[src/rtl/spi_sclk_gen.sv]
`default_nettype none
// ============================================================================
// Module   : spi_sclk_gen
// Purpose  : Programmable SPI serial-clock generator. Emits a runtime
//            selectable number of SCLK pulses at a runtime selectable
//            half-period, in any CPOL/CPHA mode, together with one-cycle
//            leading/trailing edge strobes mapped onto sample/shift strobes
//            for the shift register, and busy/done handshaking. Supports a
//            clean abort.
// Ports    : clk        - system clock, rising edge
//            rst        - asynchronous active-low reset
//            start      - request a transaction (accepted in IDLE only)
//            abort      - terminate the current transaction
//            clk_div    - SCLK half-period in clk cycles (0 treated as 1)
//            n_pulses   - SCLK pulse count (clamped to SPI_MAXLEN)
//            cpol/cpha  - SPI mode
//            spi_clk    - registered serial clock
//            lead_edge  - strobe, idle->active SCLK edge
//            trail_edge - strobe, active->idle SCLK edge
//            sample_stb - sampling strobe (lead if cpha=0, else trail)
//            shift_stb  - shifting strobe (trail if cpha=0, else lead)
//            busy       - transaction in progress
//            done       - one-cycle pulse on normal completion
// Revision : 1.0 - initial release
// ============================================================================
module spi_sclk_gen #(
  parameter int SPI_MAXLEN = 16,
  parameter int DIV_WIDTH  = 16
) (
  input  logic                          clk,
  input  logic                          rst,
  input  logic                          start,
  input  logic                          abort,
  input  logic [DIV_WIDTH-1:0]          clk_div,
  input  logic [$clog2(SPI_MAXLEN):0]   n_pulses,
  input  logic                          cpol,
  input  logic                          cpha,
  output logic                          spi_clk,
  output logic                          lead_edge,
  output logic                          trail_edge,
  output logic                          sample_stb,
  output logic                          shift_stb,
  output logic                          busy,
  output logic                          done
);

  localparam int c_NP_W = $clog2(SPI_MAXLEN) + 1;
  localparam int c_EC_W = $clog2(2 * SPI_MAXLEN) + 1;

  localparam logic [c_NP_W-1:0]    c_MAXLEN_NP = c_NP_W'(SPI_MAXLEN);
  localparam logic [DIV_WIDTH-1:0] c_DIV_ONE   = DIV_WIDTH'(1);
  localparam logic [c_EC_W-1:0]    c_EC_ONE    = c_EC_W'(1);

  typedef enum logic [1:0] {
    ST_IDLE = 2'd0,
    ST_RUN  = 2'd1,
    ST_TAIL = 2'd2
  } state_t;

  state_t                 state_q, state_d;
  logic [DIV_WIDTH-1:0]   cnt_q, cnt_d;
  logic [c_EC_W-1:0]      edges_q, edges_d;
  logic [DIV_WIDTH-1:0]   div_q, div_d;
  logic                   cpol_q, cpol_d;
  logic                   cpha_q, cpha_d;
  logic                   spi_clk_q, spi_clk_d;
  logic                   lead_q, lead_d;
  logic                   trail_q, trail_d;
  logic                   done_q, done_d;

  logic [DIV_WIDTH-1:0]   w_div_eff;
  logic [c_NP_W-1:0]      w_n_eff;

  assign w_div_eff = (clk_div == '0) ? c_DIV_ONE : clk_div;
  assign w_n_eff   = (n_pulses > c_MAXLEN_NP) ? c_MAXLEN_NP : n_pulses;

  always_ff @(posedge clk or negedge rst) begin
    if (!rst) begin
      state_q   <= ST_IDLE;
      cnt_q     <= '0;
      edges_q   <= '0;
      div_q     <= '0;
      cpol_q    <= 1'b0;
      cpha_q    <= 1'b0;
      spi_clk_q <= 1'b0;
      lead_q    <= 1'b0;
      trail_q   <= 1'b0;
      done_q    <= 1'b0;
    end else begin
      state_q   <= state_d;
      cnt_q     <= cnt_d;
      edges_q   <= edges_d;
      div_q     <= div_d;
      cpol_q    <= cpol_d;
      cpha_q    <= cpha_d;
      spi_clk_q <= spi_clk_d;
      lead_q    <= lead_d;
      trail_q   <= trail_d;
      done_q    <= done_d;
    end
  end

  always_comb begin
    state_d   = state_q;
    cnt_d     = cnt_q;
    edges_d   = edges_q;
    div_d     = div_q;
    cpol_d    = cpol_q;
    cpha_d    = cpha_q;
    spi_clk_d = spi_clk_q;
    lead_d    = 1'b0;
    trail_d   = 1'b0;
    done_d    = 1'b0;

    case (state_q)
      ST_IDLE: begin
        spi_clk_d = cpol;
        // done_q marks the completion cycle; a start seen then is dropped.
        if (start && !done_q) begin
          if (w_n_eff == '0) begin
            done_d = 1'b1;
          end else begin
            cpol_d  = cpol;
            cpha_d  = cpha;
            div_d   = w_div_eff;
            edges_d = c_EC_W'({w_n_eff, 1'b0});
            cnt_d   = w_div_eff - c_DIV_ONE;
            state_d = ST_RUN;
          end
        end
      end

      ST_RUN: begin
        if (abort) begin
          state_d   = ST_IDLE;
          spi_clk_d = cpol_q;
          cnt_d     = '0;
          edges_d   = '0;
        end else if (cnt_q == '0) begin
          spi_clk_d = ~spi_clk_q;
          cnt_d     = div_q - c_DIV_ONE;
          edges_d   = edges_q - c_EC_ONE;
          // An even remaining count means the clock is at its idle level,
          // so this edge leaves idle (leading); odd means it returns.
          if (!edges_q[0]) begin
            lead_d = 1'b1;
          end else begin
            trail_d = 1'b1;
          end
          if (edges_q == c_EC_ONE) begin
            state_d = ST_TAIL;
          end
        end else begin
          cnt_d = cnt_q - c_DIV_ONE;
        end
      end

      ST_TAIL: begin
        if (abort) begin
          state_d   = ST_IDLE;
          spi_clk_d = cpol_q;
          cnt_d     = '0;
          edges_d   = '0;
        end else if (cnt_q == '0) begin
          state_d = ST_IDLE;
          done_d  = 1'b1;
        end else begin
          cnt_d = cnt_q - c_DIV_ONE;
        end
      end

      default: begin
        state_d   = ST_IDLE;
        spi_clk_d = cpol;
      end
    endcase
  end

  assign spi_clk    = spi_clk_q;
  assign lead_edge  = lead_q;
  assign trail_edge = trail_q;
  assign sample_stb = cpha_q ? trail_q : lead_q;
  assign shift_stb  = cpha_q ? lead_q : trail_q;
  assign busy       = (state_q != ST_IDLE);
  assign done       = done_q;

endmodule
`default_nettype wire
[config.mk]
export PLATFORM = sky130hd
export DESIGN_NAME = spi_sclk_gen
export DESIGN_NICKNAME = d
export VERILOG_FILES = /design/src/rtl/spi_sclk_gen.sv
export SDC_FILE = /design/constraint.sdc
export NUM_CORES = 1
export LEC_CHECK = 0
export BUFFER_PORTS_ARGS = -buffer_cell sky130_fd_sc_hd__buf_2
export CORE_MARGIN = 5
export CORE_UTILIZATION = 45
export DETAILED_ROUTE_END_ITERATION = 10
export GPL_TIMING_DRIVEN = 1
export PLACE_DENSITY = 0.75
export SLEW_MARGIN = 5
export SYNTH_ARGS = -nofsm -noshare
export SYNTH_HDL_FRONTEND = slang
export SYNTH_SLANG_ARGS = --single-unit
[constraint.sdc]
create_clock -name clk -period 3.45 [get_ports clk]
set_clock_uncertainty 0.15 [all_clocks]
set_input_delay 1.035 -clock clk [delete_from_list [all_inputs] [get_ports clk]]
set_output_delay 1.035 -clock clk [all_outputs]
set_load 0.005 [all_outputs]
==> run metrics, run 1 <==
status=complete, no violations; hold buffers post-CTS=0; Area Growth Syn to Fin=12.51%; Netlist cell types=59; most frequent cells in the layout=dfrtp_1 (46), nand2_1 (38), nor2_1 (35); # fillers=708; IO buf count=33; # DRC=0; Critical Path Max Stage Delay=0.37 ns; Primary FF master, synth=dfrtp_1; Final #Nets=455; Arr. time, crit path=3.14 ns; ANT nets after route=0; post-layout min period=3.110 ns; GRT overflow=0; Hold Slack=0.3739 ns; largest net degree at the start of global routing=47; Synth Net Count=418; die height=95.78 um; Lkg Pwr=0.001529 uW; # Post-CTS Setup Buffers=0; Setup crit end kind=flop; ANT cells=0; startpoint types=primary input; Max Fclk=321.5 MHz; CTS Root Cell=clkbuf_8; CTS Sinks=46; Worst VDD drop=469.9 uV; number of global-route vias before repair=2965; maximum clock path buffer count=2; WL final=8377 um; layout cells sized above 1=0.1957; slew margin rel.=0.5898; Warnings, synthesis=0; kind of critical path=primary input to flop; RD Place Congestion=0.9349; Final Cycle Share=0.9015; detailed-route wire length per cell=16.17 um; first-pass GRT wire length=14080 um; Die X=95.78 um; Num CTS Buffers=5; DRT iter0 DRCs=166; First-pass DRT Iterations=5; setup TNS=0 ns; Vias=3009; CP required=3.48 ns; Top-Level Pins=34; Worst Path Max Fanout=7; CTS H-Tree Depth=2; MaxCap Viol Count=0; max-slew violations=0; pwr/cell area=892.7 nW/um2; Die ar.=9173 um2; worst-path cell chain=buf_2 -> nor3_1 -> and3_1 -> a21oi_1 -> ha_1 -> nor2b_1 -> and4_1 -> o21ai_0 -> o21a_1 -> o211ai_1 -> o21ai_1; register area share after synthesis=0.3477; Worst path slowest cell=nor2b_1; RSZ-0062 raised after global routing=false; Yosys reg bits=46; most common cell after layout, fill and taps aside=dfrtp_1; initial core utilization=0.4589; Rows=31; CTS tree=done; Worst Max-Slew Pin Slew=0.6106 ns; Clk Latency, worst-skew pair=0.29 ns; via/cell ratio=5.809; initial antenna violation count=0; Mapped Area=3311 um2; hpwl dp=6217 um; final hold violation count=0; Mapped Cells=381; fraction of registers with async set/reset=1.000; Final setup viols=0; core area=7214 um2; Post-synth EDFFs=0; clock transition at the registers of the reported paths=0.09 ns; CTS resizes=0; syn avg cell area=8.689 um2; HP Class=flop to flop; total track usage=0.1936
-- final timing paths --
kind / cells past startpoint / slack [ns] / from / to
setup / recovery: 11 / 0.34 / clk_div[13] / cnt_q[8]$_DFFE_PN0P_
hold / removal: 2 / 0.37 / spi_clk$_DFFE_PN0P_ / spi_clk$_DFFE_PN0P_
setup reg to reg: 8 / 0.94 / state_q[0]$_DFFE_PN0P_ / cnt_q[11]$_DFFE_PN0P_
hold reg to reg: 2 / 0.37 / spi_clk$_DFFE_PN0P_ / spi_clk$_DFFE_PN0P_
max in group asynchronous: 2 / 2.08 / rst / div_q[7]$_DFFE_PN0P_
min in group asynchronous: 2 / 0.68 / rst / done$_DFF_PN0_
-- metrics by stage --
step	power (uW)	area (um2)	setup WS [ns]	utilization	instances
2_1_floorplan	2398	3311	0.2185	-	381
3_3_place_gp	2856	3618	0.2089	0.5016	510
3_5_place_dp	2917	3618	0.04050	0.5016	510
4_1_cts	3321	3725	0.3683	0.5163	518
5_1_grt	3600	3725	0.1639	0.5163	518
6_report	3325	3725	0.3400	0.5163	518
-- registers in the layout (all words and copies together), names as in the netlist --
name	count
trail_edge	1
spi_clk	1
cpol_q	1
cnt_q	16
div_q	16
edges_q	6
lead_edge	1
done	1
cpha_q	1
state_q	2
-- kinds of logic after synthesis --
group / share of synthesized area
XOR/XNOR: 0.05291
flip-flops: 0.3477
AO/OA/AOI/OAI: 0.1961
buffers and inverters: 0.04421
multiplexers: 0.06727
adder cells (fa/ha/maj): 0.03779
AND/OR/NAND/NOR: 0.2540
-- power by group --
| group | leakage [uW] | switching (uW) | internal [uW] | total [uW] |
|---|---|---|---|---|
| logic | 0.000912 | 1060 | 760 | 1820 |
| registers | 0.000565 | 307 | 803 | 1110 |
| clock network | 0.0000524 | 182 | 217 | 399 |
| total | 0.00153 | 1550 | 1780 | 3330 |
-- critical path: cells and delay by family --
| kind | cells | cell delay, ns |
|---|---|---|
| AO/OA/AOI/OAI | 5 | 0.79 |
| buffers and inverters | 1 | 0.14 |
| adder cells (fa/ha/maj) | 1 | 0.29 |
| AND/OR/NAND/NOR | 4 | 0.87 |
-- per-layer routing --
layer / wire length [um] / global-route usage
met1: 3851 / 0.2637
met2: 3875 / 0.3167
met3: 525 / 0.03362
met4: 124 / 0.05450
met5: 0 / 0
-- synth_stat cells (all sizes together), types with 4 or more instances --
master  count  area share
nor2       35       0.040
o221ai      4       0.011
o211ai      4      0.0091
nor3b       4      0.0091
buf         6       0.012
a32oi       5       0.013
ha         10       0.038
o22ai       4      0.0076
or3         4      0.0076
inv        19       0.022
nor3       19       0.030
nand3       7       0.011
nand2b      4      0.0098
nor4       10       0.030
xor2        9       0.024
a21oi      21       0.032
o31ai       7       0.017
a31oi       5      0.0094
o21ai      35       0.053
nand4       7       0.018
dfrtp      46        0.35
nor2b       5      0.0094
xnor2      11       0.029
nand2      38       0.043
mux2       18       0.061
clkbuf      9       0.010
-- area by class of cell --
class | instances | area, um2 | share of cell area
multi-input cells | 301 | 2017 | 0.5415
flip-flops and latches | 46 | 1151 | 0.3090
repair buffers | 45 | 255.2 | 0.06853
well taps | 99 | 123.9 | 0.03326
clock buffers | 7 | 76.32 | 0.02049
inverters | 19 | 71.32 | 0.01915
clock inverters | 1 | 30.03 | 0.008062
No activity file was read; power rests on OpenSTA's default activity.
==> run 2, diff against run 1 <==
==> constraint.sdc (replaced) <==
create_clock -name clk -period 3.7 [get_ports clk]
set_clock_uncertainty 0.15 [all_clocks]
set_input_delay 1.11 -clock clk [delete_from_list [all_inputs] [get_ports clk]]
set_output_delay 1.11 -clock clk [all_outputs]
set_load 0.005 [all_outputs]
==> run 2 against run 1 <==
Against the previous run:
- clock-buffer cell count decreased by 1
- sequential power decreased by 7%
- global-route usage decreased by 0.16 points
- critical path type unchanged
- die area unchanged
- via count increased by 1.9%
==> run metrics, run 2 (same netlist as run 1, synthesis figures left out) <==
fin util=0.5099 (-0.006416); Final setup viols=0 (unchanged); initial core utilization=0.4589 (unchanged); MaxCap Viol Count=0 (unchanged); kind of critical path=primary input to flop; clock transition at the registers of the reported paths=0.08 ns (about the same); startpoint types=primary input; Final #Nets=452 (-0.66%); Worst VDD drop=372.6 uV (-21%); CTS Root Cell=clkbuf_8; final hold violation count=0 (unchanged); most frequent cells in the layout=dfrtp_1 (46), nand2_1 (38), nor2_1 (35); largest net degree at the start of global routing=47 (unchanged); via/cell ratio=5.977 (+2.9%); Die X=95.78 um (unchanged); Final Cycle Share=0.8458; Area Growth Syn to Fin=11.11%; CTS resizes=0 (unchanged); # fillers=689 (-2.7%); WL final=8597 um (+2.6%); Critical Path Max Stage Delay=0.32 ns (-0.05 ns); slew margin rel.=0.2872 (-0.3026); ANT nets after route=0 (unchanged); IO buf count=33 (unchanged); Worst Path Max Fanout=7 (unchanged); pwr/cell area=821.3 nW/um2 (-8.0%); First-pass DRT Iterations=5 (unchanged); Num CTS Buffers=5 (unchanged); Lkg Pwr=0.001505 uW (-1.6%); max-slew violations=0 (unchanged); CP dominant cell by count=nand4_1; maximum clock path buffer count=2 (unchanged); RSZ-0062 raised after global routing=false; CTS tree=done; DRT iter0 DRCs=280 (+69%); Rows=31 (unchanged); detailed-route wire length per cell=16.76 um (+3.6%); Worst path slowest cell=or3_1; hpwl dp=6197 um (-0.33%); most common cell after layout, fill and taps aside=dfrtp_1; setup TNS=0 ns (unchanged); CTS Sinks=46 (unchanged); RD Place Congestion=0.9435 (+0.92%); Arr. time, crit path=3.17 ns (+0.03 ns); initial antenna violation count=0 (unchanged); Top-Level Pins=34 (unchanged); Largest regs=cnt_q (16), div_q (16), edges_q (6); HP Class=flop to flop; footprint of the multi-input gates=2017 um2 (unchanged); Die ar.=9173 um2 (unchanged); Top Family by Delay on Critical Path=simple AND/OR/NAND/NOR gates; number of global-route vias before repair=2820 (-4.9%); Worst Max-Slew Pin Slew=1.069 ns (+0.4586 ns); buffers plus inverters on the worst setup path=1 (unchanged); Clk Latency, worst-skew pair=0.30 ns (about the same); ANT cells=0 (unchanged); total track usage=0.1920 (-0.001647); Vias=3066 (+1.9%); first-pass GRT wire length=13840 um (-1.7%); # DRC=0 (unchanged); Setup crit end kind=flop; Max Fclk=319.5 MHz; CTS H-Tree Depth=2 (unchanged); CP required=3.74 ns (+0.26 ns); layout cells sized above 1=0.1908 (-0.004883); status=complete, no violations; Register Area=1151 um2 (unchanged); post-layout min period=3.130 ns; hold buffers post-CTS=0 (unchanged); GRT overflow=0 (unchanged); core area=7214 um2 (unchanged); die height=95.78 um (unchanged); worst-path cell chain=buf_2 -> nor3_1 -> and3_1 -> a21oi_1 -> ha_1 -> nor3b_1 -> nand4_1 -> xnor2_1 -> or3_1 -> nand4_1 -> o31ai_2; # Post-CTS Setup Buffers=0 (unchanged)
run 2: per-layer routing:
| metal | vias up | wire (um) | part of all wire | track usage |
|---|---|---|---|---|
| li1 | 1468 | - | - | - |
| met1 | 1473 | 3977 | 0.46 | 0.2591 |
| met2 | 114 | 3977 | 0.46 | 0.3150 |
| met3 | 11 | 507 | 0.059 | 0.03127 |
| met4 | 0 | 135 | 0.016 | 0.06043 |
| met5 | - | 0 | 0 | 0 |
run 2: report_power, final:
part | switching [uW] | internal [uW]
Combinational | 986 | 685
Clock | 171 | 145
Sequential | 286 | 748
Total | 1440 | 1580
run 2: final timing paths:
check                      cells after the start                  from                endpoint  slack, ns
setup / recovery                              11           clk_div[13]   cnt_q[14]$_DFFE_PN0P_       0.57
min in group asynchronous                      1                   rst          done$_DFF_PN0_       0.82
hold / removal                                 2   spi_clk$_DFFE_PN0P_     spi_clk$_DFFE_PN0P_       0.37
max in group asynchronous                      1                   rst   div_q[13]$_DFFE_PN0P_       1.88
setup reg to reg                               9  cnt_q[0]$_DFFE_PN0P_  edges_q[1]$_DFFE_PN0P_       1.04
hold reg to reg                                2   spi_clk$_DFFE_PN0P_     spi_clk$_DFFE_PN0P_       0.37
run 2: final cells by class:
| class | count | area share |
|---|---|---|
| clock buffer | 6 | 0.02245 |
| inverter | 19 | 0.01939 |
| multi-input combinational | 301 | 0.5483 |
| sequential | 46 | 0.3129 |
| tap | 99 | 0.03367 |
| timing repair buffer | 42 | 0.06327 |
run 2: metrics by stage:
stage | instance area [um2] | total power [uW] | instances | setup WS, ns | hold slack [ns]
detailed placement | 3596 | 2688 | 507 | 0.2945 | 0.3553
finish | 3679 | 3021 | 513 | 0.5705 | 0.3669
CTS | 3679 | 3003 | 513 | 0.6049 | 0.3747
floorplan | 3311 | 2236 | 381 | 0.3935 | 0.3213
global route | 3679 | 3254 | 513 | 0.3799 | 0.3958
global placement | 3596 | 2632 | 507 | 0.4131 | 0.3311
run 2: worst reg2reg max path: cells and delay by family (launching register included):
| kind | cells | cell delay, ns |
|---|---|---|
| DFF | 1 | 0.44 |
| buffers and inverters | 2 | 0.35 |
| AOI/OAI and AO/OA | 3 | 0.58 |
| and+or+nand+nor | 3 | 0.86 |
| adders and majority gates | 1 | 0.16 |
